**config.mk**
```make
export PLATFORM = sky130hd
export DESIGN_NAME = alu_ctrl_muldiv
export DESIGN_NICKNAME = d
export VERILOG_FILES = /design/src/rtl/alu_ctrl_muldiv.sv
export SDC_FILE = /design/constraint.sdc
export NUM_CORES = 1
export LEC_CHECK = 0
export CAP_MARGIN = 10
export CORE_ASPECT_RATIO = 1.25
export CORE_MARGIN = 2
export CORE_UTILIZATION = 40
export DETAILED_ROUTE_END_ITERATION = 8
export HOLD_SLACK_MARGIN = 0.02
export SLEW_MARGIN = 20
export SYNTH_ARGS = -nofsm -noshare
export SYNTH_HDL_FRONTEND = slang
export SYNTH_SLANG_ARGS = --single-unit
```
**constraint.sdc**
```tcl
create_clock -name clk -period 3.9 [get_ports clk]
set_input_delay 0.78 -clock clk [delete_from_list [all_inputs] [get_ports clk]]
set_output_delay 0.78 -clock clk [all_outputs]
set_load 0.005 [all_outputs]
```
**src/rtl/alu_ctrl_muldiv.sv**
```systemverilog
// RV32IM execute-stage ALU control decoder plus an iterative multiply/divide engine
// (shift-add multiplier, restoring divider) with a valid/stall/done handshake.
module alu_ctrl_muldiv #(
  parameter int XLEN = 32
) (
  input  logic            clk,
  input  logic            rst_n,
  input  logic            in_valid,
  input  logic            flush,
  input  logic            op5,
  input  logic [6:0]      funct7,
  input  logic [2:0]      funct3,
  input  logic [1:0]      ALUop,
  input  logic [XLEN-1:0] src_a,
  input  logic [XLEN-1:0] src_b,
  output logic [3:0]      ALUcontrol,
  output logic            md_sel,
  output logic            md_stall,
  output logic            md_done,
  output logic [XLEN-1:0] md_result
);
  localparam int CW = $clog2(XLEN);
  localparam logic [XLEN-1:0] MIN = {1'b1, {(XLEN-1){1'b0}}};

  localparam logic [3:0] ADD = 4'd0, SUB = 4'd1, AND = 4'd2, OR = 4'd3, XOR = 4'd4,
                         SLT = 4'd5, SLTU = 4'd6, SLL = 4'd7, SRL = 4'd8, SRA = 4'd9;

  typedef enum logic [1:0] {IDLE, BUSY, DONE} state_t;

  state_t            state, state_nx;
  logic [CW-1:0]     cnt;
  logic [2:0]        op;
  logic [2*XLEN-1:0] prod;
  logic [XLEN-1:0]   mcand, quo, dvsr, a_raw, res_q;
  logic [XLEN:0]     rem;
  logic              a_neg_q, b_neg_q, dz, ovf;

  // ---------------- decoder ----------------
  always_comb begin
    md_sel     = (ALUop == 2'b10) & op5 & (funct7 == 7'b0000001);
    ALUcontrol = ADD;
    case (ALUop)
      2'b01: ALUcontrol = SUB;
      2'b10: if (!md_sel) begin
        case (funct3)
          3'b000:  ALUcontrol = (op5 & funct7[5]) ? SUB : ADD;
          3'b001:  ALUcontrol = SLL;
          3'b010:  ALUcontrol = SLT;
          3'b011:  ALUcontrol = SLTU;
          3'b100:  ALUcontrol = XOR;
          3'b101:  ALUcontrol = funct7[5] ? SRA : SRL;
          3'b110:  ALUcontrol = OR;
          default: ALUcontrol = AND;
        endcase
      end
      default: ALUcontrol = ADD;
    endcase
  end

  // ---------------- operand preparation ----------------
  logic            accept, a_sgn, b_sgn, a_neg, b_neg;
  logic [XLEN-1:0] mag_a, mag_b;

  assign accept = in_valid & md_sel & (state == IDLE) & ~flush;

  // MUL low half is sign-agnostic, so it runs unsigned
  always_comb begin
    if (funct3[2]) begin
      a_sgn = ~funct3[0];
      b_sgn = ~funct3[0];
    end else begin
      a_sgn = (funct3[1:0] == 2'b01) | (funct3[1:0] == 2'b10);
      b_sgn = (funct3[1:0] == 2'b01);
    end
    a_neg = a_sgn & src_a[XLEN-1];
    b_neg = b_sgn & src_b[XLEN-1];
    mag_a = a_neg ? -src_a : src_a;
    mag_b = b_neg ? -src_b : src_b;
  end

  // ---------------- iteration step ----------------
  logic [XLEN:0]     mul_sum;
  logic [2*XLEN-1:0] prod_nx;
  logic [XLEN+1:0]   r_sh, diff;
  logic              q_bit;

  always_comb begin
    mul_sum = {1'b0, prod[2*XLEN-1:XLEN]} + (prod[0] ? {1'b0, mcand} : '0);
    prod_nx = {mul_sum, prod[XLEN-1:1]};
    r_sh    = {rem, quo[XLEN-1]};
    diff    = r_sh - {2'b00, dvsr};
    q_bit   = ~diff[XLEN+1];
  end

  // ---------------- sign fix and special cases ----------------
  logic [2*XLEN-1:0] prod_fix;
  logic [XLEN-1:0]   q_fix, r_fix, result;

  always_comb begin
    prod_fix = (a_neg_q ^ b_neg_q) ? -prod : prod;
    q_fix    = (a_neg_q ^ b_neg_q) ? -quo : quo;
    r_fix    = a_neg_q ? -rem[XLEN-1:0] : rem[XLEN-1:0];
    case (op)
      3'b000:         result = prod_fix[XLEN-1:0];
      3'b001, 3'b010,
      3'b011:         result = prod_fix[2*XLEN-1:XLEN];
      3'b100, 3'b101: result = dz ? '1 : (ovf ? MIN : q_fix);
      default:        result = dz ? a_raw : (ovf ? '0 : r_fix);
    endcase
  end

  // ---------------- FSM ----------------
  always_comb begin
    state_nx = state;
    case (state)
      IDLE:    if (accept) state_nx = BUSY;
      BUSY:    if (cnt == '0) state_nx = DONE;
      default: state_nx = IDLE;
    endcase
    if (flush) state_nx = IDLE;
  end

  assign md_done   = (state == DONE) & ~flush;
  assign md_stall  = accept | (state == BUSY);
  assign md_result = md_done ? result : res_q;

  always_ff @(posedge clk or negedge rst_n) begin
    if (!rst_n) begin
      state   <= IDLE;
      cnt     <= '0;
      op      <= '0;
      prod    <= '0;
      mcand   <= '0;
      rem     <= '0;
      quo     <= '0;
      dvsr    <= '0;
      a_raw   <= '0;
      a_neg_q <= 1'b0;
      b_neg_q <= 1'b0;
      dz      <= 1'b0;
      ovf     <= 1'b0;
      res_q   <= '0;
    end else begin
      state <= state_nx;
      if (accept) begin
        cnt     <= CW'(XLEN-1);
        op      <= funct3;
        prod    <= {{XLEN{1'b0}}, mag_b};
        mcand   <= mag_a;
        rem     <= '0;
        quo     <= mag_a;
        dvsr    <= mag_b;
        a_raw   <= src_a;
        a_neg_q <= a_neg;
        b_neg_q <= b_neg;
        dz      <= (src_b == '0);
        ovf     <= funct3[2] & ~funct3[0] & (src_a == MIN) & (src_b == '1);
      end else if (state == BUSY) begin
        cnt <= cnt - 1'b1;
        if (op[2]) begin
          rem <= q_bit ? diff[XLEN:0] : r_sh[XLEN:0];
          quo <= {quo[XLEN-2:0], q_bit};
        end else begin
          prod <= prod_nx;
        end
      end else if (md_done) begin
        res_q <= result;
      end
    end
  end
endmodule

```
==> results of run 1 <==
-- logic make-up (layout without fill, tap and decap cells) --
group,after synthesis,in the layout,synth area share
AO/OA/AOI/OAI,738,738,0.239
XOR/XNOR,229,229,0.102
adder cells (fa/ha/maj),80,80,0.0516
buffers and inverters,216,600,0.0413
flip-flops,270,270,0.343
multiplexers,27,27,0.0138
other,0,1,0
AND/OR/NAND/NOR,869,869,0.209
-- timing repair --
item / 4_1_cts / 5_1_grt
resized for setup: 267 / 57
hold endpoints to repair: 0 / 0
endpoints found under the setup margin: 32 / 35
pin swaps: 92 / 67
setup buffers: 53 / 14
-- per-stage QoR --
| stage | hold slack [ns] | util |
|---|---|---|
| 2_1_floorplan | 0.433 | - |
| 3_3_place_gp | 0.444 | 0.486 |
| 3_5_place_dp | 0.452 | 0.486 |
| 4_1_cts | 0.242 | 0.531 |
| 5_1_grt | 0.263 | 0.538 |
| 6_report | 0.200 | 0.538 |
-- power breakdown --
group	internal (mW)	switching, mW	total (mW)
clock	2.14	1.35	3.49
sequential	2.89	0.0783	2.97
combinational	0.818	1.08	1.90
total	5.85	2.52	8.36
-- cell usage after synthesis, drive strengths merged, types with 18 or more instances --
cell / count
nand2: 318
dfrtp: 270
a21oi: 239
nor2: 200
o21ai: 163
clkbuf: 127
xor2: 115
xnor2: 114
ha: 78
nand3: 77
inv: 75
a21o: 63
nor3: 61
o31ai: 41
a221oi: 40
and2: 38
and3: 38
a31oi: 33
a221o: 29
mux2i: 26
nor4: 25
nand4: 23
or3: 22
o211ai: 18
or4: 18
-- cell usage in the layout (no fill, tap or decap), types with 29 or more instances in the layout --
master and count:
sky130_fd_sc_hd__and3_1 37, sky130_fd_sc_hd__a21oi_1 219, sky130_fd_sc_hd__and2_1 38, sky130_fd_sc_hd__ha_1 77, sky130_fd_sc_hd__o21ai_0 142, sky130_fd_sc_hd__nor3_1 53, sky130_fd_sc_hd__nand3_1 72, sky130_fd_sc_hd__xor2_1 110
sky130_fd_sc_hd__clkbuf_16 35, sky130_fd_sc_hd__buf_4 307, sky130_fd_sc_hd__a221o_1 29, sky130_fd_sc_hd__nand2_1 313, sky130_fd_sc_hd__buf_6 35, sky130_fd_sc_hd__a21o_1 63, sky130_fd_sc_hd__dfrtp_1 270, sky130_fd_sc_hd__xnor2_1 110
sky130_fd_sc_hd__inv_1 72, sky130_fd_sc_hd__clkdlybuf4s50_1 87, sky130_fd_sc_hd__nor2_1 185
-- metal layers --
layer	global-route usage	up-vias	part of all wire
met2	0.487	683	0.48
met5	0	-	0
met4	0.129	0	0.047
li1	-	9467	-
met1	0.366	9950	0.42
met3	0.0387	182	0.054
-- final cells by class --
type,instances,area [sq um],area share
multi-input cells,1943,13100,0.502
inverters,75,284,0.0109
diodes,1,2.50,0.0000960
flip-flops and latches,270,6760,0.259
clock inverters,19,270,0.0104
clock buffers,41,948,0.0364
well taps,644,806,0.0309
repair buffers,465,3910,0.150
-- sequential cells by signal, summed over array words and instances, names as in the netlist, 2 cells and up --
register  flops
a_raw        31
prod         64
quo          32
dvsr         32
state         2
rem          33
mcand        32
op            3
res_q        32
cnt           5
-- final timing paths --
check	startpoint	end
worst max register to register	prod[26]$_DFFE_PN0P_	res_q[19]$_DFFE_PN0P_
worst min register to register	res_q[2]$_DFFE_PN0P_	res_q[2]$_DFFE_PN0P_
max in group asynchronous	rst_n	prod[51]$_DFFE_PN0P_
min in group clk	res_q[2]$_DFFE_PN0P_	res_q[2]$_DFFE_PN0P_
worst min-delay path	rst_n	dvsr[1]$_DFFE_PN0P_
worst max-delay path	prod[26]$_DFFE_PN0P_	md_result[27]
==> flow_summary.json, run 1 <==
{
  "run_status": "finished with violations",
  "violated_checks": "setup timing",
  "crit_path_end_kind": "output port",
  "floorplan.die.width_um": 202,
  "fin_tns_setup_ns": -11.35,
  "synth_sequential_area_ratio": 0.343,
  "ys_warn_count": 0,
  "ir_worst_vdd_v": 0.000254,
  "detail-route-antenna-nets": 0,
  "grt_antenna_before_repair": 1,
  "vias_per_cell": 5.87,
  "cts_max_path_buffers": 3,
  "max_stage_delay_ns": 0.54,
  "first_global_vias": 20246,
  "numPlacedInstances": 3344,
  "critical-path-top-cell-by-count": "sky130_fd_sc_hd__or4_4",
  "dr_wl_cell_um": 21.5,
  "starting_density": 0.407,
  "path_cells": "or4_4 -> or4_4 -> or2_4 -> nand2b_4 -> nor2_4 -> buf_12 -> buf_6 -> a21oi_4 -> xor2_1 -> a222oi_1 -> buf_4 -> a31oi_4 -> buf_2",
  "worst-path-buf-inv": 4,
  "asyncSetResetFlopFracSynth": 1.00,
  "grt_first_pass_wirelength_um": 115000,
  "cp.depth": 13,
  "synth_top_area_cell": "sky130_fd_sc_hd__dfrtp_1",
  "synth-seq-cells": 270,
  "holdBufCountCts": 0,
  "synth_top_cells_by_area": "sky130_fd_sc_hd__dfrtp_1, sky130_fd_sc_hd__a21oi_1, sky130_fd_sc_hd__nand2_1, sky130_fd_sc_hd__xor2_1, sky130_fd_sc_hd__xnor2_1",
  "buffer_ports.inserted": 119,
  "min_path_type": "in -> async",
  "net_count_final": 2950,
  "fin_ws_ns": -0.577,
  "synthCells": 2429,
  "cts.reportedPaths.clkPinSlew_ns": 0.06,
  "route.final.wire_length_um": 74300,
  "static-leakage-power_nw": 11.9,
  "max_freq_mhz": 223,
  "post-synth-top-area-fraction": 0.343,
  "design.portCount": 120,
  "r2r_slack_ns": 0.18,
  "cts_max_level": 2,
  "die_area_sq_um": 51000,
  "syn-mean-instance-area_sq_um": 8.11,
  "tritoncts": "done",
  "synth_edf_count": 0,
  "cts_made_buffers": 34,
  "num_rows": 90,
  "post_layout_total_power_mw": 8.36,
  "max-slew-margin-rel": 0.328,
  "critical-path-top-delay-family": "simple AND/OR/NAND/NOR gates",
  "synth_nets": 2590,
  "drive_gt1_frac": 0.210,
  "clkSinkCount": 270,
  "final-instance-count-excl-fill": 3458,
  "post_synth_instance_area_sq_um": 19700,
  "rsz0062_at_grt": "true",
  "post-route-min-period_ns": 4.48,
  "die_height_um": 252,
  "setup_viol_count_final": 32,
  "crit_slowest_cell": "sky130_fd_sc_hd__or4_4",
  "crit_arrival_ns": 3.70,
  "detailedPlace.worstSlack_ns": -0.440,
  "final.period_utilization": 1.15,
  "layout.cell_area.non_filler_sq_um": 26100,
  "crit_path_max_fanout": 3,
  "worstSetupPathType": "reg -> out",
  "detailed_place.area_sq_um": 23500,
  "detailed_place_hpwl_um": 55000,
  "cts-root-buf": "sky130_fd_sc_hd__clkbuf_16",
  "max_transition_viols_final": 0,
  "grt.total_usage": 0.288,
  "drt_iter0_markers": 1596,
  "drt_pass1_iterations": 6,
  "timing.clock.skew_ns": 0.0268,
  "critical_path.startpoint_type": "register",
  "n_fill_cell": 4523,
  "place_congestion": 0.938,
  "powerDensity_nw_per_um2": 321,
  "r2r_worst_path_depth": 17,
  "synthFlopType": "sky130_fd_sc_hd__dfrtp_1",
  "worstSkewPairLatency_ns": 0.54,
  "cap_violations": 0,
  "drc_violations_left": 0,
  "global_route.overflow_total": 0,
  "timing_worst_slew_pin_value_ns": 1.00,
  "library_cells_used_by_synthesis": 80,
  "crit_required_ns": 3.12,
  "grt_max_degree": 176,
  "layout-area-overhead-vs-synth_pct": 32.4,
  "core_area_sq_um": 48400,
  "num_vias": 20282,
  "finalHoldViolCount": 0
}
Power figures use the tool's default switching activity.
==> run 2: changes to the inputs <==
- CORE_UTILIZATION: 40 -> 62
- CTS_BUF_LIST: default -> sky130_fd_sc_hd__clkbuf_4
- PLACE_DENSITY: default -> 0.83
==> run 2 against run 1 <==
  * The flow still finishes with violations (setup timing)
  * Die area shrank 35%
  * Clock power shrank 29%
  * Sequential share of layout area grew 0.63 points
  * Fmax shrank 2.9%
  * Cell area shrank 2.4%
  * Critical path depth shrank 3
  * Register-to-register slack lost 0.08 ns
  * Count of clock-buffer cells in the layout grew 61
  * Hold slack gained 0.27 ns
  * Critical path type unchanged
  * Largest cell class unchanged
==> flow_summary.json, run 2 (synthesis results as in run 1) <==
{
  "run_status": "finished with violations",
  "global_route.overflow_total": 0,
  "crit_arrival_ns": 3.83,
  "tritoncts": "done",
  "place_congestion": 1.00,
  "cts.reportedPaths.clkPinSlew_ns": 0.07,
  "drt_pass1_iterations": 7,
  "cap_violations": 0,
  "post-route-min-period_ns": 4.61,
  "n_fill_cell": 1997,
  "reg.largest.list": "prod (64), rem (33)",
  "die_area_sq_um": 33200,
  "die_height_um": 203,
  "share_seq_of_total_power": 0.404,
  "net_count_final": 2969,
  "detailed_place_hpwl_um": 52200,
  "first_global_vias": 21653,
  "final.period_utilization": 1.18,
  "flip_flop_count_of_the_largest_register_after_layout": 64,
  "drive_gt1_frac": 0.229,
  "p_sw_frac": 0.336,
  "grt_first_pass_wirelength_um": 114000,
  "fin_tns_setup_ns": -16.19,
  "floorplan.die.width_um": 163,
  "timing.clock.skew_ns": 0.0479,
  "power.internal_mw": 4.89,
  "max_transition_viols_final": 0,
  "critical_path.startpoint_type": "register",
  "cts_made_buffers": 74,
  "grt.total_usage": 0.440,
  "mostFrequentLayoutCell": "sky130_fd_sc_hd__nand2_1",
  "num_vias": 21921,
  "route.final.wire_length_um": 75300,
  "clkSinkCount": 270,
  "path_cells": "or3_4 -> or3_4 -> or3_4 -> or4_4 -> buf_6 -> o31ai_4 -> xor2_1 -> o21ai_2 -> o32a_1 -> buf_2",
  "vias_per_cell": 6.71,
  "layout-area-overhead-vs-synth_pct": 29.2,
  "buffer_ports.inserted": 119,
  "cts_max_path_buffers": 3,
  "detail-route-antenna-nets": 0,
  "max_freq_mhz": 217,
  "setup_viol_count_final": 32,
  "cts_max_level": 3,
  "num_rows": 72,
  "violated_checks": "setup timing",
  "drt_iter0_markers": 2581,
  "crit_slowest_cell": "sky130_fd_sc_hd__or4_4",
  "clock_power_share": 0.336,
  "ir_worst_vdd_v": 0.000296,
  "p_comb_frac": 0.260,
  "rsz0062_at_grt": "true",
  "crit_path_max_fanout": 4,
  "numPlacedInstances": 3059,
  "max-slew-margin-rel": 0.356,
  "timing_worst_slew_pin_value_ns": 0.963,
  "detailedPlace.worstSlack_ns": -0.329,
  "grt_max_degree": 197,
  "starting_density": 0.634,
  "most_frequent_cells_in_the_layout": "sky130_fd_sc_hd__nand2_1, sky130_fd_sc_hd__buf_4, sky130_fd_sc_hd__dfrtp_1",
  "critical-path-top-cell-by-count": "sky130_fd_sc_hd__or3_4",
  "core_area_sq_um": 31100,
  "max_stage_delay_ns": 0.49,
  "fin_ws_ns": -0.712,
  "r2r_slack_ns": 0.10,
  "design.portCount": 120,
  "min_path_type": "reg -> reg",
  "dr_wl_cell_um": 23.1,
  "grt_antenna_before_repair": 3,
  "drc_violations_left": 0,
  "crit_path_end_kind": "output port",
  "worstSkewPairLatency_ns": 0.75,
  "worstSetupPathType": "reg -> out",
  "multi_input_area_sq_um": 13300,
  "final-instance-count-excl-fill": 3265,
  "powerDensity_nw_per_um2": 289,
  "static-leakage-power_nw": 11.8,
  "finalHoldViolCount": 0,
  "crit_required_ns": 3.12,
  "regMostFlops": "prod",
  "cts-root-buf": "sky130_fd_sc_hd__clkbuf_4",
  "netSwitchingPower_mw": 2.48,
  "area.sequential_sq_um": 6760
}
## run 2: worst paths after layout
kind,start,endpoint,cells after the start
max in group asynchronous,rst_n,res_q[17]$_DFFE_PN0P_,3
worst max-delay path,rem[10]$_DFFE_PN0P_,md_result[29],10
worst max register to register,prod[1]$_DFFE_PN0P_,res_q[12]$_DFFE_PN0P_,23
min in group asynchronous,rst_n,dvsr[1]$_DFFE_PN0P_,2
worst min register to register,mcand[3]$_DFFE_PN0P_,mcand[3]$_DFFE_PN0P_,1
worst min-delay path,mcand[3]$_DFFE_PN0P_,mcand[3]$_DFFE_PN0P_,1
## run 2: layout make-up
class,count,area share
repair buffers,444,0.147
multi-input cells,1943,0.523
clock inverters,20,0.00300
clock buffers,102,0.0301
well taps,407,0.0200
diodes,4,0.000393
inverters,75,0.0111
flip-flops and latches,270,0.265
## run 2: what timing repair did
action	in CTS	in global routing
hold buffers	1	0
gates resized for setup	314	87
setup buffers	69	32
cloned	0	0
endpoints found under the hold margin	1	0
setup endpoints to repair	33	35
pin swaps	117	89
## run 2: layer usage
layer  part of all wire  global-route usage
met4              0.068               0.285
met5            0.00016                   0
met3               0.11              0.0933
met1               0.35               0.525
met2               0.47               0.720
## run 2: per-stage QoR
step | power [mW] | hold slack [ns] | area, sq um | utilization
final | 7.36 | 0.468 | 25400 | 0.819
after global routing | 7.68 | 0.485 | 25400 | 0.819
after CTS | 7.27 | 0.471 | 25000 | 0.803
after detailed placement | 4.80 | 0.458 | 22900 | 0.736
after global placement | 4.75 | 0.443 | 22900 | 0.736
after floorplan | 4.08 | 0.433 | 19700 | -
## run 2: worst max-delay path: cells and delay by family (launching register included)
family / cells / cell delay [ns]
flops: 1 / 0.38
simple gates: 4 / 1.59
xor+xnor: 1 / 0.24
buf+inv: 2 / 0.28
compound gates: 3 / 0.59
## run 2: power by group through the flow
stage | logic (mW) | registers, mW | clock network, mW
global route | 2.06 | 2.99 | 2.63
detailed placement | 1.79 | 3.02 | 0
floorplan | 1.04 | 3.04 | 0
global placement | 1.74 | 3.01 | 0
CTS | 1.83 | 2.97 | 2.46
finish | 1.91 | 2.98 | 2.47
